**src/rtl/vga_if.sv**
```systemverilog
// Pixel-side bundle between the raster timing stage and the colour logic / DAC pins.
// The timing stage is the master: it drives coordinates and pins, and receives colour.
interface vga_if;
    logic [23:0] vga_data;
    logic [9:0]  vga_xide;
    logic [9:0]  vga_yide;
    logic        vga_hs;
    logic        vga_vs;
    logic        vga_de;
    logic [23:0] vga_rgb;
    logic        frame_start;

    modport master (
        input  vga_data,
        output vga_xide, vga_yide, vga_hs, vga_vs, vga_de, vga_rgb, frame_start
    );

    modport slave (
        output vga_data,
        input  vga_xide, vga_yide, vga_hs, vga_vs, vga_de, vga_rgb, frame_start
    );
endinterface

```
**src/rtl/vga_timing_driver.sv**
```systemverilog
// Free-running raster timing with a one-stage output register; the colour returned
// for the presented coordinate lands on the pins together with its sync and enable.
module vga_timing_driver #(
    parameter int   H_ACTIVE = 800,
    parameter int   H_FP     = 56,
    parameter int   H_SYNC   = 120,
    parameter int   H_BP     = 64,
    parameter int   V_ACTIVE = 600,
    parameter int   V_FP     = 37,
    parameter int   V_SYNC   = 6,
    parameter int   V_BP     = 23,
    parameter logic SYNC_POL = 1'b1
) (
    input logic   clk,
    input logic   rst,
    vga_if.master vga
);

    localparam int H_TOTAL = H_ACTIVE + H_FP + H_SYNC + H_BP;
    localparam int V_TOTAL = V_ACTIVE + V_FP + V_SYNC + V_BP;

    localparam logic [10:0] H_ACT_END  = 11'(H_ACTIVE);
    localparam logic [10:0] H_SYNC_BEG = 11'(H_ACTIVE + H_FP);
    localparam logic [10:0] H_SYNC_END = 11'(H_ACTIVE + H_FP + H_SYNC);
    localparam logic [10:0] H_LAST     = 11'(H_TOTAL - 1);
    localparam logic [9:0]  V_ACT_END  = 10'(V_ACTIVE);
    localparam logic [9:0]  V_SYNC_BEG = 10'(V_ACTIVE + V_FP);
    localparam logic [9:0]  V_SYNC_END = 10'(V_ACTIVE + V_FP + V_SYNC);
    localparam logic [9:0]  V_LAST     = 10'(V_TOTAL - 1);

    logic [10:0] h_cnt;
    logic [9:0]  v_cnt;
    logic        rst_q;
    logic        hold;
    logic        active;
    logic        h_sync;
    logic        v_sync;

    // The raster sits at the origin for one extra clock after rst drops, so the
    // first frame_start reaches the pins two edges after release.
    assign hold = rst | rst_q;

    always_ff @(posedge clk) begin
        rst_q <= rst;
        if (hold) begin
            h_cnt <= '0;
            v_cnt <= '0;
        end else if (h_cnt == H_LAST) begin
            h_cnt <= '0;
            v_cnt <= (v_cnt == V_LAST) ? '0 : v_cnt + 10'd1;
        end else begin
            h_cnt <= h_cnt + 11'd1;
        end
    end

    always_comb begin
        active = (h_cnt < H_ACT_END) && (v_cnt < V_ACT_END);
        h_sync = (h_cnt >= H_SYNC_BEG) && (h_cnt < H_SYNC_END);
        v_sync = (v_cnt >= V_SYNC_BEG) && (v_cnt < V_SYNC_END);
    end

    assign vga.vga_xide = active ? h_cnt[9:0] : '0;
    assign vga.vga_yide = active ? v_cnt : '0;

    always_ff @(posedge clk) begin
        if (hold) begin
            vga.vga_hs      <= ~SYNC_POL;
            vga.vga_vs      <= ~SYNC_POL;
            vga.vga_de      <= 1'b0;
            vga.vga_rgb     <= '0;
            vga.frame_start <= 1'b0;
        end else begin
            vga.vga_hs      <= h_sync ? SYNC_POL : ~SYNC_POL;
            vga.vga_vs      <= v_sync ? SYNC_POL : ~SYNC_POL;
            vga.vga_de      <= active;
            vga.vga_rgb     <= active ? vga.vga_data : 24'h0;
            vga.frame_start <= (h_cnt == 11'd0) && (v_cnt == 10'd0);
        end
    end

endmodule

```
**src/flat_wrapper.sv**
```systemverilog
// flat-port wrapper written by rule: the top's interface ports become plain ports
module vga_timing_driver_flat 
#(
    parameter int   H_ACTIVE = 800,
    parameter int   H_FP     = 56,
    parameter int   H_SYNC   = 120,
    parameter int   H_BP     = 64,
    parameter int   V_ACTIVE = 600,
    parameter int   V_FP     = 37,
    parameter int   V_SYNC   = 6,
    parameter int   V_BP     = 23,
    parameter logic SYNC_POL = 1'b1
)
  (clk, rst, vga_vga_data, vga_vga_xide, vga_vga_yide, vga_vga_hs, vga_vga_vs, vga_vga_de, vga_vga_rgb, vga_frame_start);
  vga_if vga_i ();
  input logic clk;
  input logic rst;
  input wire logic [$bits(vga_i.vga_data)-1:0] vga_vga_data;
  output wire logic [$bits(vga_i.vga_xide)-1:0] vga_vga_xide;
  output wire logic [$bits(vga_i.vga_yide)-1:0] vga_vga_yide;
  output wire logic [$bits(vga_i.vga_hs)-1:0] vga_vga_hs;
  output wire logic [$bits(vga_i.vga_vs)-1:0] vga_vga_vs;
  output wire logic [$bits(vga_i.vga_de)-1:0] vga_vga_de;
  output wire logic [$bits(vga_i.vga_rgb)-1:0] vga_vga_rgb;
  output wire logic [$bits(vga_i.frame_start)-1:0] vga_frame_start;
  assign vga_i.vga_data = vga_vga_data;
  assign vga_vga_xide = vga_i.vga_xide;
  assign vga_vga_yide = vga_i.vga_yide;
  assign vga_vga_hs = vga_i.vga_hs;
  assign vga_vga_vs = vga_i.vga_vs;
  assign vga_vga_de = vga_i.vga_de;
  assign vga_vga_rgb = vga_i.vga_rgb;
  assign vga_frame_start = vga_i.frame_start;
  vga_timing_driver #(.H_ACTIVE(H_ACTIVE), .H_FP(H_FP), .H_SYNC(H_SYNC), .H_BP(H_BP), .V_ACTIVE(V_ACTIVE), .V_FP(V_FP), .V_SYNC(V_SYNC), .V_BP(V_BP), .SYNC_POL(SYNC_POL)) u_core (.clk(clk), .rst(rst), .vga(vga_i));
endmodule
```
**config.mk**
```make
export PLATFORM = sky130hd
export DESIGN_NAME = vga_timing_driver_flat
export DESIGN_NICKNAME = d
export VERILOG_FILES = /design/src/rtl/vga_if.sv /design/src/rtl/vga_timing_driver.sv /design/src/flat_wrapper.sv
export SDC_FILE = /design/constraint.sdc
export NUM_CORES = 1
export LEC_CHECK = 0
export ABC_AREA = 1
export CAP_MARGIN = 15
export CORE_UTILIZATION = 46
export DETAILED_ROUTE_END_ITERATION = 16
export GPL_TIMING_DRIVEN = 0
export PLACE_DENSITY = 0.84
export SETUP_SLACK_MARGIN = 0.5
export SYNTH_ARGS = -nofsm -noshare
export SYNTH_HDL_FRONTEND = slang
export SYNTH_SLANG_ARGS = --single-unit
```
**constraint.sdc**
```tcl
create_clock -name clk -period 1.5 [get_ports clk]
set_input_delay 0.3 -clock clk [delete_from_list [all_inputs] [get_ports clk]]
set_output_delay 0.3 -clock clk [all_outputs]
set_load 0.02 [all_outputs]
```
## Yosys cells after proc, flatten, opt, wreduce, memory -nomap -nowiden

Index checks and enable logic that the tools add are counted.

- Flip-flop bits (word level): 50
- Output and inout port bits: 48
- Bits of input ports: 26

- Magnitude comparators: 6
- Eq/ne operators: 2
- Reduce and logical (&&, ||, !) cells: 8
- Bitwise operators: 2
- Add/subtract/negate cells: 2
- Muxes and demuxes: 5

Operators by type and width:

| operator | number |
|---|---|
| two-way mux 10 bit | 3 |
| less-than comparator 11 x 10 -> 1 bit (second input constant) | 2 |
| less-than comparator 10 bit (second input constant) | 2 |
| adder 11 x 1 -> 11 bit (second input constant) | 1 |
| equality test 11 bit (second input constant) | 1 |
| >= comparator 11 x 10 -> 1 bit (second input constant) | 1 |
| zero test 11 bit | 1 |
| adder 10 x 1 -> 10 bit (second input constant) | 1 |
| equality test 10 bit (second input constant) | 1 |
| >= comparator 10 bit (second input constant) | 1 |
| zero test 10 bit | 1 |
| logical AND 1 bit | 4 |
| OR reduction 2 bit | 2 |
| two-way mux 1 bit | 2 |
| inverter 1 bit | 1 |
| bitwise OR 1 bit | 1 |

## Logic depth before layout (Yosys ltp)

Gate-level depths: netlist of the first run.

- Word-level depth: 4
- Mapped depth: 9
- Mapped depth without buffers: 9

## Least setup slack after synthesis of the first run

OpenSTA, ideal clock, no wires.

- Kind: register -> output
- Start point: reg u_core.h_cnt[5]
- End point: out vga_vga_xide[0]
- Data required time: 1200 ps
- Cell stages (with the launch flop): 7
- Arrival: 1181 ps
- Setup slack: 19 ps
- Cell sequence: dfxtp_1 -> nor2_2 -> nand2_2 -> a21oi_2 -> nand2_1 -> buf_2 -> nor2_1

- Longest elaborated chain between the ends: 3

Ends and longest elaborated chain:

| item | RTL line | RTL |
|---|---|---|
| from (decl) | vga_timing_driver.sv:31 | `logic [10:0] h_cnt;` |
| from (signal assigned) | vga_timing_driver.sv:52 | `h_cnt <= h_cnt + 11'd1;` |
| less-than comparator 11 x 10 -> 1 bit | vga_timing_driver.sv:57 | `active = (h_cnt < H_ACT_END) && (v_cnt < V_ACT_END);` |
| logical AND 1 bit | vga_timing_driver.sv:57 |  |
| two-way mux 10 bit | vga_timing_driver.sv:62 | `assign vga.vga_xide = active ? h_cnt[9:0] : '0;` |
| to (decl) | flat_wrapper.sv:19 | `output wire logic [$bits(vga_i.vga_xide)-1:0] vga_vga_xide;` |

No other way between the ends.

## Worst setup path in the final report of the first run

- Start point: reg u_core.v_cnt[7]
- End point: reg u_core.vga.vga_rgb[4]

- Longest elaborated chain between the ends: 4

Ends and longest elaborated chain:

| item | RTL line | RTL |
|---|---|---|
| from (decl) | vga_timing_driver.sv:32 | `logic [9:0] v_cnt;` |
| from (signal assigned) | vga_timing_driver.sv:50 | `v_cnt <= (v_cnt == V_LAST) ? '0 : v_cnt + 10'd1;` |
| less-than comparator 10 bit | vga_timing_driver.sv:57 |  |
| logical AND 1 bit | vga_timing_driver.sv:57 |  |
| inverter 1 bit (no source line) | n/a |  |
| OR reduction 2 bit (no source line) | n/a |  |
| to (signal assigned) | vga_timing_driver.sv:76 | `vga.vga_rgb <= active ? vga.vga_data : 24'h0;` |
| to (decl) | vga_if.sv:15 | `output vga_xide, vga_yide, vga_hs, vga_vs, vga_de, vga_rgb, frame_start` |

No other way between the ends.
A chain may end at the register's enable or synchronous reset.

==> results of run 1 <==
## power by group through the flow
stage | registers (W) | clock network [W] | logic [W]
floorplan | 0.00143 | 0 | 0.0000860
finish | 0.00136 | 0.00101 | 0.000391
detailed placement | 0.00140 | 0 | 0.000269
global placement | 0.00140 | 0 | 0.000264
CTS | 0.00136 | 0.000975 | 0.000343
global route | 0.00136 | 0.00105 | 0.000408
## worst max-delay path: cells and delay by family (launching register included)
| family | cells | cell delay, ns |
|---|---|---|
| simple gates | 3 | 0.30 |
| buf+inv | 9 | 0.96 |
| flops | 1 | 0.38 |
| compound gates | 1 | 0.18 |
## kinds of logic (layout without fill, tap and decap cells)
group	after synthesis	after routing
XOR/XNOR	3	3
adder cells (fa/ha/maj)	6	6
AND/OR/NAND/NOR	181	181
AO/OA/AOI/OAI	17	17
buffers and inverters	66	195
flip-flops	50	50
## final timing paths
| kind | depth (start not counted) | startpoint | to | slack [ns] |
|---|---|---|---|---|
| max reg2reg | 13 | u_core.v_cnt[7] | u_core.vga.vga_rgb[4] | -0.40 |
| min reg2reg | 1 | u_core.h_cnt[0] | u_core.h_cnt[0] | 0.48 |
| max | 13 | u_core.v_cnt[7] | u_core.vga.vga_rgb[4] | -0.40 |
| min | 1 | rst | u_core.rst_q | 0.32 |
## repair_timing
| action | in CTS | in global routing |
|---|---|---|
| endpoints found under the hold margin | 0 | 0 |
| pin swaps | 29 | 21 |
| cloned | 5 | 1 |
| gates resized for setup | 406 | 48 |
| buffers inserted | 33 | 9 |
| hold buffers | 0 | 0 |
| endpoints found under the setup margin | 97 | 97 |
## routing by layer
layer / global-route usage [%] / part of all wire [%] / vias up
li1: - / - / 1236
met3: 9.47 / 12 / 106
met4: 19.0 / 7.1 / 0
met2: 67.0 / 49 / 305
met1: 40.4 / 33 / 1415
met5: 0 / 0 / -
## final cells by class
cell class / count / area share, %
Multi-Input combinational cell: 207 / 34.7
Timing Repair Buffer: 121 / 28.8
Sequential cell: 50 / 24.1
Inverter: 59 / 5.62
Buffer: 7 / 2.47
Tap cell: 67 / 1.84
Clock buffer: 5 / 1.51
Clock inverter: 3 / 0.959
## flip-flops by register name, indices dropped and copies added, names as in the netlist
name,cells
u_core.vga.vga_hs,1
u_core.vga.vga_de,1
u_core.vga.vga_vs,1
u_core.rst_q,1
u_core.vga.vga_rgb,24
u_core.h_cnt,11
u_core.vga.frame_start,1
u_core.v_cnt,10
## stage by stage
| stage | utilization (%) | setup TNS, ns |
|---|---|---|
| 6_report | 94.8 | -17.90 |
| 5_1_grt | 94.8 | -18.89 |
| 3_3_place_gp | 71.9 | -17.16 |
| 3_5_place_dp | 71.9 | -17.70 |
| 2_1_floorplan | - | 0 |
| 4_1_cts | 89.3 | -12.18 |
## placed cells by master (no fill, tap or decap), types with 9 or more instances in the layout
| master | n |
|---|---|
| dfxtp_2 | 34 |
| nor2_1 | 32 |
| nand2_1 | 39 |
| nand3_1 | 9 |
| dfxtp_4 | 15 |
| nor2_4 | 34 |
| inv_1 | 41 |
| nor2_2 | 25 |
| clkdlybuf4s50_1 | 24 |
| buf_4 | 23 |
| buf_6 | 70 |
==> metrics, run 1 <==
placed cells=~460; # DRC=0; min cycle time layout=around 1.9 ns; Syn Std Cell Area=2340 um2; Synth cell types=25; critical path arrival=roughly 2.1 ns; Pwr per Cell Area=slightly above 600 nW/um2; register area=1100 um2; # rows=25; DR vias/cell=roughly 5.9; Setup WS post-layout=-0.402 ns; CP startpoint kind=flip-flop; final hold slack=~0.32 ns; total grt overflow=0; area added between synthesis and finish=95.1%; H-tree levels=2; mux cell area share after synthesis=0%; IO buf count=between 70 and 80; peak fanout along the critical path=7; power share of the clock group=around 37%; die area=5380 um2; number of global-route vias before repair=2837; Clock Skew=approximately 0.0055 ns; CTS Buf Count=5; Area after DPL=approximately 3500 um2; Synth area leaders=dfxtp_1, nor2_1, inv_1, nand2_1, nor2_2; period utilisation layout=127%; hold crit path type=input pin to flip-flop; Crit path largest cell delay=between 0.3 and 0.4 ns; Mapped Cells=around 320; slowest stage cell, crit path=dfxtp_4; Total GRT Usage=37.3%; Avg Inst Size Synth=roughly 7.2 um2; dpl ws=-0.553 ns; most instantiated cells after synthesis=nor2_1, inv_1, dfxtp_1, nand2_1, nor2_2; Max-cap violations=0; Comb pwr share=about 14%; WL final=approximately 12000 um; CP Class=flip-flop to flip-flop; via count=between 3000 and 4000; Seq pwr share=49.4%; yosys warns=0; number of synthesized flops with an enable pin=0; filler cell count in the final layout=between 100 and 150; internal power=between 0.002 and 0.0025 W; Fmax achieved=~530 MHz; sw frac=approximately 26%; CP endpoint kind=flip-flop; post-synthesis adder-cell area fraction=about 3.2%; Clk pin slew, worst setup/hold paths=~0.1 ns; worst vdd ir=roughly 0.00095 V; Setup-failing EPs final=66; dpl hpwl=around 4500 um; Slew Viols, Final=0; sequential-to-total area share from yosys stat=42.8%; final net count=about 480; LEAKAGE=1.97 nW; cell repeated most along the worst path=buf_6; Non-Filler Instances=519; Diodes inserted=0; top-count cell post-synth=nor2_1; RSZ-0062 raised after global routing=yes; largest family of logic cells by synthesized area=simple AND/OR/NAND/NOR gates; async set-reset flop share out of synthesis=0%; Post-Synth Simple-Gate Area=between 30 and 40%; share of cells above drive strength 1=63.9%; Top Ports=74; largest area contributor in the netlist=dfxtp_1; clock sink count=50; initial antenna violation count=0; Placer Congestion=around 0.9; Final Hold Fails=0; area of the multi-input gates=around 1600 um2; share of the synthesized area in the top cell type=roughly 43%; root buffer cell=clkbuf_8; Max clock buf depth=2; total power draw=~0.0028 W; failing checks=negative setup slack; Psw=just over 0.0007 W; drt first pass iters=8; dominant synthesized flop cell=dfxtp_1; FF+latch count, synth=50; Antenna Nets Post-Route=0; CTS tree=built; initial core utilization=48.6%; pin count of the biggest net entering global routing=17; critical-path cell list=clkinv_4, nand3_4, o21ai_4, buf_4, buf_6, buf_6, buf_6, buf_6, buf_6, nand3_4, buf_6, buf_4, nor2_1; Design Area, Final=4560 um2; Synth Area in Compound Gates=under 10%; Die W=73.3 um; Placeable Area=~4800 um2; initial DRC count=426; status=finished, violations left; DR WL/cell=around 22 um; Crit path required time=roughly 1.7 ns; worst-margin pin slew=0.370 ns; die height=roughly 73 um; XOR/XNOR share of the synthesized area=under 10%; first-pass GRT wire length=14700 um; Worst-Skew Late Latency=0.31 ns; slew margin rel.=75.2%; post-synth net total=between 300 and 400
No activity file was read; power rests on OpenSTA's default activity.
==> run 2, diff against run 1 <==
- SETUP_SLACK_MARGIN: 0.5 -> 0.05
- SLEW_MARGIN: not set -> 20
==> run 2 against run 1 <==
Net effect:
- the flow still finishes with violations (negative setup slack)
- die area unchanged
- largest power group unchanged
- sequential share of layout area up 3.6 points
- largest cell class unchanged
- combinational power down 31%
- non-clock buffer count down 26
==> metrics, run 2 (synthesized netlist as in run 1, its figures left out) <==
Max clock buf depth=2 (unchanged); slowest stage cell, crit path=dfxtp_4; CP delay by family, top=flip-flops; Slew Viols, Final=0 (unchanged); final net count=457 (-5.4%); cell repeated most along the worst path=nand2_4; slew margin rel.=75.2% (about the same); # rows=25 (unchanged); CP startpoint kind=flip-flop; total power draw=0.00259 W (-6.3%); min cycle time layout=1.83 ns (-0.0690 ns); critical path arrival=1.53 ns (-0.61 ns); Largest register FFs=24 (unchanged); Top Ports=74 (unchanged); Max-cap violations=0 (unchanged); share of cells above drive strength 1=35.7% (-28 points); DR vias/cell=5.07 (-14%); area added between synthesis and finish=61.2%; pin count of the biggest net entering global routing=16 (-1); drt first pass iters=5 (-3); register area=1040 um2 (-5.1%); Crit path largest cell delay=0.38 ns (about the same); clock sink count=50 (unchanged); Worst-Skew Late Latency=0.31 ns (about the same); IO buf count=73 (unchanged); Final Hold Fails=0 (unchanged); Placer Congestion=0.875 (-4.0%); die area=5380 um2 (unchanged); Pwr per Cell Area=686 nW/um2 (+13%); CP Class=flip-flop to output port; first-pass GRT wire length=9960 um (-32%); Setup WS post-layout=-0.333 ns (+0.0690 ns); peak fanout along the critical path=5 (-2); initial DRC count=249 (-42%); area of the multi-input gates=1290 um2 (-18%); # DRC=0 (unchanged); dpl hpwl=4150 um (-6.8%); Total GRT Usage=24.4% (-13 points); most frequent cells in the layout=inv_1, nand2_1, nor2_1, dfxtp_1, dlygate4sd2_1; initial core utilization=48.6% (unchanged); Diodes inserted=0 (unchanged); period utilisation layout=122% (-4.6 points); die height=73.3 um (unchanged); largest register by flop count=u_core.vga.vga_rgb; worst-margin pin slew=0.372 ns (+0.00130 ns); DR WL/cell=14.2 um (-36%); Clock Skew=0.00715 ns (+0.00165 ns); Critical path buffers and inverters=2 (-7); Clk pin slew, worst setup/hold paths=0.10 ns (about the same); WL final=7010 um (-39%); H-tree levels=2 (unchanged); Non-Filler Instances=493 (-5.0%); filler cell count in the final layout=316 (+140%); status=finished, violations left; hold crit path type=flip-flop to flip-flop; critical-path cell list=nand2_4, nand3_2, o21ai_4, nand2_4, clkbuf_16, nor2_4, buf_6; CTS Buf Count=5 (unchanged); most common cell after layout, fill and taps aside=inv_1; Antenna Nets Post-Route=0 (unchanged); initial antenna violation count=0 (unchanged); Die W=73.3 um (unchanged); Crit path required time=1.20 ns (-0.54 ns); worst vdd ir=0.000579 V (-39%); Placeable Area=4820 um2 (unchanged); Fmax achieved=546 MHz (+3.8%); Design Area, Final=3770 um2 (-17%); placed cells=463 (unchanged); Largest regs=u_core.vga.vga_rgb x24, u_core.h_cnt x11, u_core.v_cnt x10; RSZ-0062 raised after global routing=yes; # hold bufs at CTS=0 (unchanged); LEAKAGE=1.74 nW (-12%); number of global-route vias before repair=2189 (-23%); via count=2501 (-18%); final hold slack=0.452 ns (+0.132 ns); total grt overflow=0 (unchanged); failing checks=negative setup slack; CTS tree=built; Area after DPL=3150 um2 (-8.9%); root buffer cell=clkbuf_8; CP endpoint kind=output port; Setup-failing EPs final=44 (-33%)
-- run 2: power by group --
part	switching [W]	total [W]	internal, W
Combinational	0.000134	0.000270	0.000136
Sequential	0.0000102	0.00136	0.00135
Clock	0.000461	0.000960	0.000498
-- run 2: routing by layer --
metal	wire length [um]	GRT usage, %
met1	2500	26.9
met2	3500	42.0
met3	702	8.50
met4	306	12.0
met5	0	0
-- run 2: area by class of cell --
| type | count | area share (%) |
|---|---|---|
| Multi-Input combinational cell | 207 | 34.3 |
| Sequential cell | 50 | 27.7 |
| Timing Repair Buffer | 95 | 24.3 |
| Inverter | 59 | 6.10 |
| Buffer | 7 | 2.52 |
| Tap cell | 67 | 2.22 |
| Clock buffer | 6 | 1.92 |
| Clock inverter | 2 | 0.995 |
-- run 2: final timing paths --
kind	start	end	slack, ns	depth (start not counted)
setup / recovery	u_core.v_cnt[6]	vga_vga_xide[1]	-0.33	7
hold / removal	u_core.h_cnt[0]	u_core.h_cnt[0]	0.45	1
hold reg to reg	u_core.h_cnt[0]	u_core.h_cnt[0]	0.45	1
setup reg to reg	u_core.h_cnt[8]	u_core.vga.vga_rgb[1]	-0.11	10
-- run 2: timing repair --
item,in CTS,in global routing
hold endpoints to repair,0,0
gates resized for setup,189,60
endpoints found under the setup margin,77,64
cloned,2,1
setup buffers,11,8
pin swaps,3,8
-- run 2: per-stage QoR --
stage | TNS (ns) | setup WS, ns | utilization, %
floorplan | 0 | 0.0190 | -
global placement | -17.71 | -0.564 | 65.5
detailed placement | -18.44 | -0.553 | 65.5
CTS | -5.31 | -0.285 | 72.2
global route | -10.25 | -0.397 | 78.3
finish | -8.17 | -0.333 | 78.3
==> run 3, diff against run 2 <==
- CTS_BUF_LIST: not set -> sky130_fd_sc_hd__clkbuf_4 sky130_fd_sc_hd__clkbuf_8 sky130_fd_sc_hd__clkbuf_16
- MAX_ROUTING_LAYER: not set -> met4
==> run 3 against run 2 <==
Net effect:
- critical path depth grew 5
- non-clock buffer count did not move
- largest power group unchanged
- flip-flop and latch count unchanged
- largest cell class unchanged
- global-route usage grew 2.5 points
- the run still ends with negative setup slack left
- die area stayed put
- worst setup slack is essentially flat
==> metrics, run 3 (synthesized netlist as in run 1, its figures left out) <==
Final Hold Fails=0 (unchanged); Max-cap violations=0 (unchanged); critical path arrival=2.08 ns (+0.55 ns); Crit path required time=1.75 ns (+0.55 ns); worst hold path depth=1 (unchanged); # DRC=0 (unchanged); number of global-route vias before repair=2329 (+6.4%); slowest stage cell, crit path=dfxtp_2; hold crit path type=flip-flop to flip-flop; CTS Buf Count=5 (unchanged); pin count of the biggest net entering global routing=17 (+1); root buffer cell=clkbuf_8; share of cells above drive strength 1=35.7% (unchanged); Diodes inserted=0 (unchanged); most frequent cells in the layout=inv_1, nand2_1, nor2_1, dfxtp_1, nor2_2; slew margin rel.=73.5% (-1.7 points); routing usage on met2=46.9% (+4.9 points); TNS Setup=-13.87 ns (-5.71 ns); Setup WS post-layout=-0.333 ns (+0.000152 ns); hold path endpoint=u_core.h_cnt[0]; worst-margin pin slew=0.398 ns (+0.0260 ns); period utilisation layout=122% (about the same); Reg2Reg Setup Slack=-0.33 ns (-0.22 ns); largest register by flop count=u_core.vga.vga_rgb; area of the multi-input gates=1270 um2 (-1.7%); WL final=6940 um (-1.0%); H-tree levels=2 (unchanged); Max clock buf depth=2 (unchanged); Antenna Nets Post-Route=0 (unchanged); Largest regs=u_core.vga.vga_rgb x24, u_core.h_cnt x11, u_core.v_cnt x10; HP Start=u_core.h_cnt[0]; Pwr per Cell Area=672 nW/um2 (-2.0%); Top Ports=74 (unchanged); RR Startpoint=u_core.h_cnt[5]; DR vias/cell=4.94 (-2.6%); critical-path cell list=nor2_4, nand2_2, a21oi_4, buf_4, buf_6, buf_6, buf_4, buf_4, buf_6, nand3_4, buf_16, nor2_2; CP endpoint kind=flip-flop; initial DRC count=211 (-15%); IO buf count=73 (unchanged); DR WL/cell=14.1 um (-1.0%); CTS tree=built; total grt overflow=0 (unchanged); LEAKAGE=1.71 nW (-1.2%); filler cell count in the final layout=325 (+2.8%); die area=5380 um2 (unchanged); most common cell after layout, fill and taps aside=inv_1; failing checks=negative setup slack; Die W=73.3 um (unchanged); CP startpoint kind=flip-flop; Fmax achieved=546 MHz (about the same); Total GRT Usage=27.0% (+2.5 points); register area=1040 um2 (unchanged); status=finished, violations left; drt first pass iters=4 (-1); Worst R2R End=u_core.vga.vga_rgb[16]; dpl hpwl=4220 um (+1.6%); RSZ-0062 raised after global routing=yes; Top Usage Layer GRT=met2; Slew Viols, Final=0 (unchanged); initial antenna violation count=0 (unchanged); min cycle time layout=1.83 ns (-0.000152 ns); # rows=25 (unchanged); initial core utilization=48.6% (unchanged); Clk pin slew, worst setup/hold paths=0.10 ns (about the same); Clock Skew=0.00642 ns (-0.000732 ns); Crit path largest cell delay=0.35 ns (-0.03 ns); CP Class=flip-flop to flip-flop; Non-Filler Instances=493 (unchanged); Largest register FFs=24 (unchanged); clock sink count=50 (unchanged); Setup-failing EPs final=45 (+2.3%); via count=2435 (-2.6%); area added between synthesis and finish=58.9%; Placer Congestion=0.868 (-0.80%); placed cells=463 (unchanged); final net count=457 (unchanged); peak fanout along the critical path=5 (unchanged); Placeable Area=4820 um2 (unchanged); met1 GRT Util=29.9% (+3.0 points); first-pass GRT wire length=10500 um (+5.1%); met3 Use GR=6.04% (-2.5 points); Register-to-Register Path Depth=12 (+2); Worst-Skew Late Latency=0.31 ns (about the same); die height=73.3 um (unchanged); worst vdd ir=0.000732 V (+26%)
==> run 3: final cells by class <==
type                            count  area share (%)
Clock buffer                        6            2.22
Sequential cell                    50            28.1
Buffer                              7            2.46
Multi-Input combinational cell    207            34.2
Tap cell                           67            2.25
Inverter                           59            6.16
Timing Repair Buffer               95            24.3
Clock inverter                      2           0.437
==> run 3: how the worst max path moves through the flow <==
stage                    startpoint                     end  slack [ns]  cells after the start
floorplan           u_core.h_cnt[5]         vga_vga_xide[0]        0.02                      6
global placement    u_core.v_cnt[6]         vga_vga_yide[9]       -0.56                      7
detailed placement  u_core.v_cnt[7]         vga_vga_yide[9]       -0.60                      7
CTS                 u_core.h_cnt[5]         vga_vga_xide[9]       -0.31                      7
global route        u_core.h_cnt[5]  u_core.vga.vga_rgb[19]       -0.38                     12
finish              u_core.h_cnt[5]  u_core.vga.vga_rgb[16]       -0.33                     12
==> run 3: repair_timing <==
item	CTS	global route
pin swaps	5	5
gates resized for setup	195	49
setup buffers	16	4
hold buffers	0	0
gates cloned	3	0
setup endpoints to repair	75	67
==> run 3: stage by stage <==
stage / util [%] / setup slack [ns] / hold slack, ns / instance area (um2) / power (W)
5_1_grt: 77.2 / -0.383 / 0.470 / 3720 / 0.00258
2_1_floorplan: - / 0.0190 / 0.328 / 2340 / 0.00152
3_5_place_dp: 65.5 / -0.598 / 0.459 / 3150 / 0.00166
6_report: 77.2 / -0.333 / 0.456 / 3720 / 0.00250
3_3_place_gp: 65.5 / -0.564 / 0.440 / 3150 / 0.00166
4_1_cts: 73.0 / -0.306 / 0.442 / 3520 / 0.00249
==> run 3: worst max-delay path: cells and delay by family, from the launching register on <==
family          cells  cell delay (ns)
simple gates        4             0.41
compound gates      1             0.18
buf+inv             7             0.82
flops               1             0.35
==> run 3: report_power, final <==
group          total [W]  switching, W  internal [W]  leakage (nW)
clock           0.000859      0.000479      0.000381        0.0478
sequential       0.00136     0.0000105       0.00135         0.419
combinational   0.000283      0.000142      0.000142          1.25
==> run 3: metal layers <==
layer | wire (um) | share of wire, % | vias to the layer above
met3 | 547 | 7.9 | 27
met2 | 3560 | 51 | 136
met5 | 0 | 0 | -
li1 | - | - | 1180
met4 | 304 | 4.4 | 0
met1 | 2530 | 36 | 1092
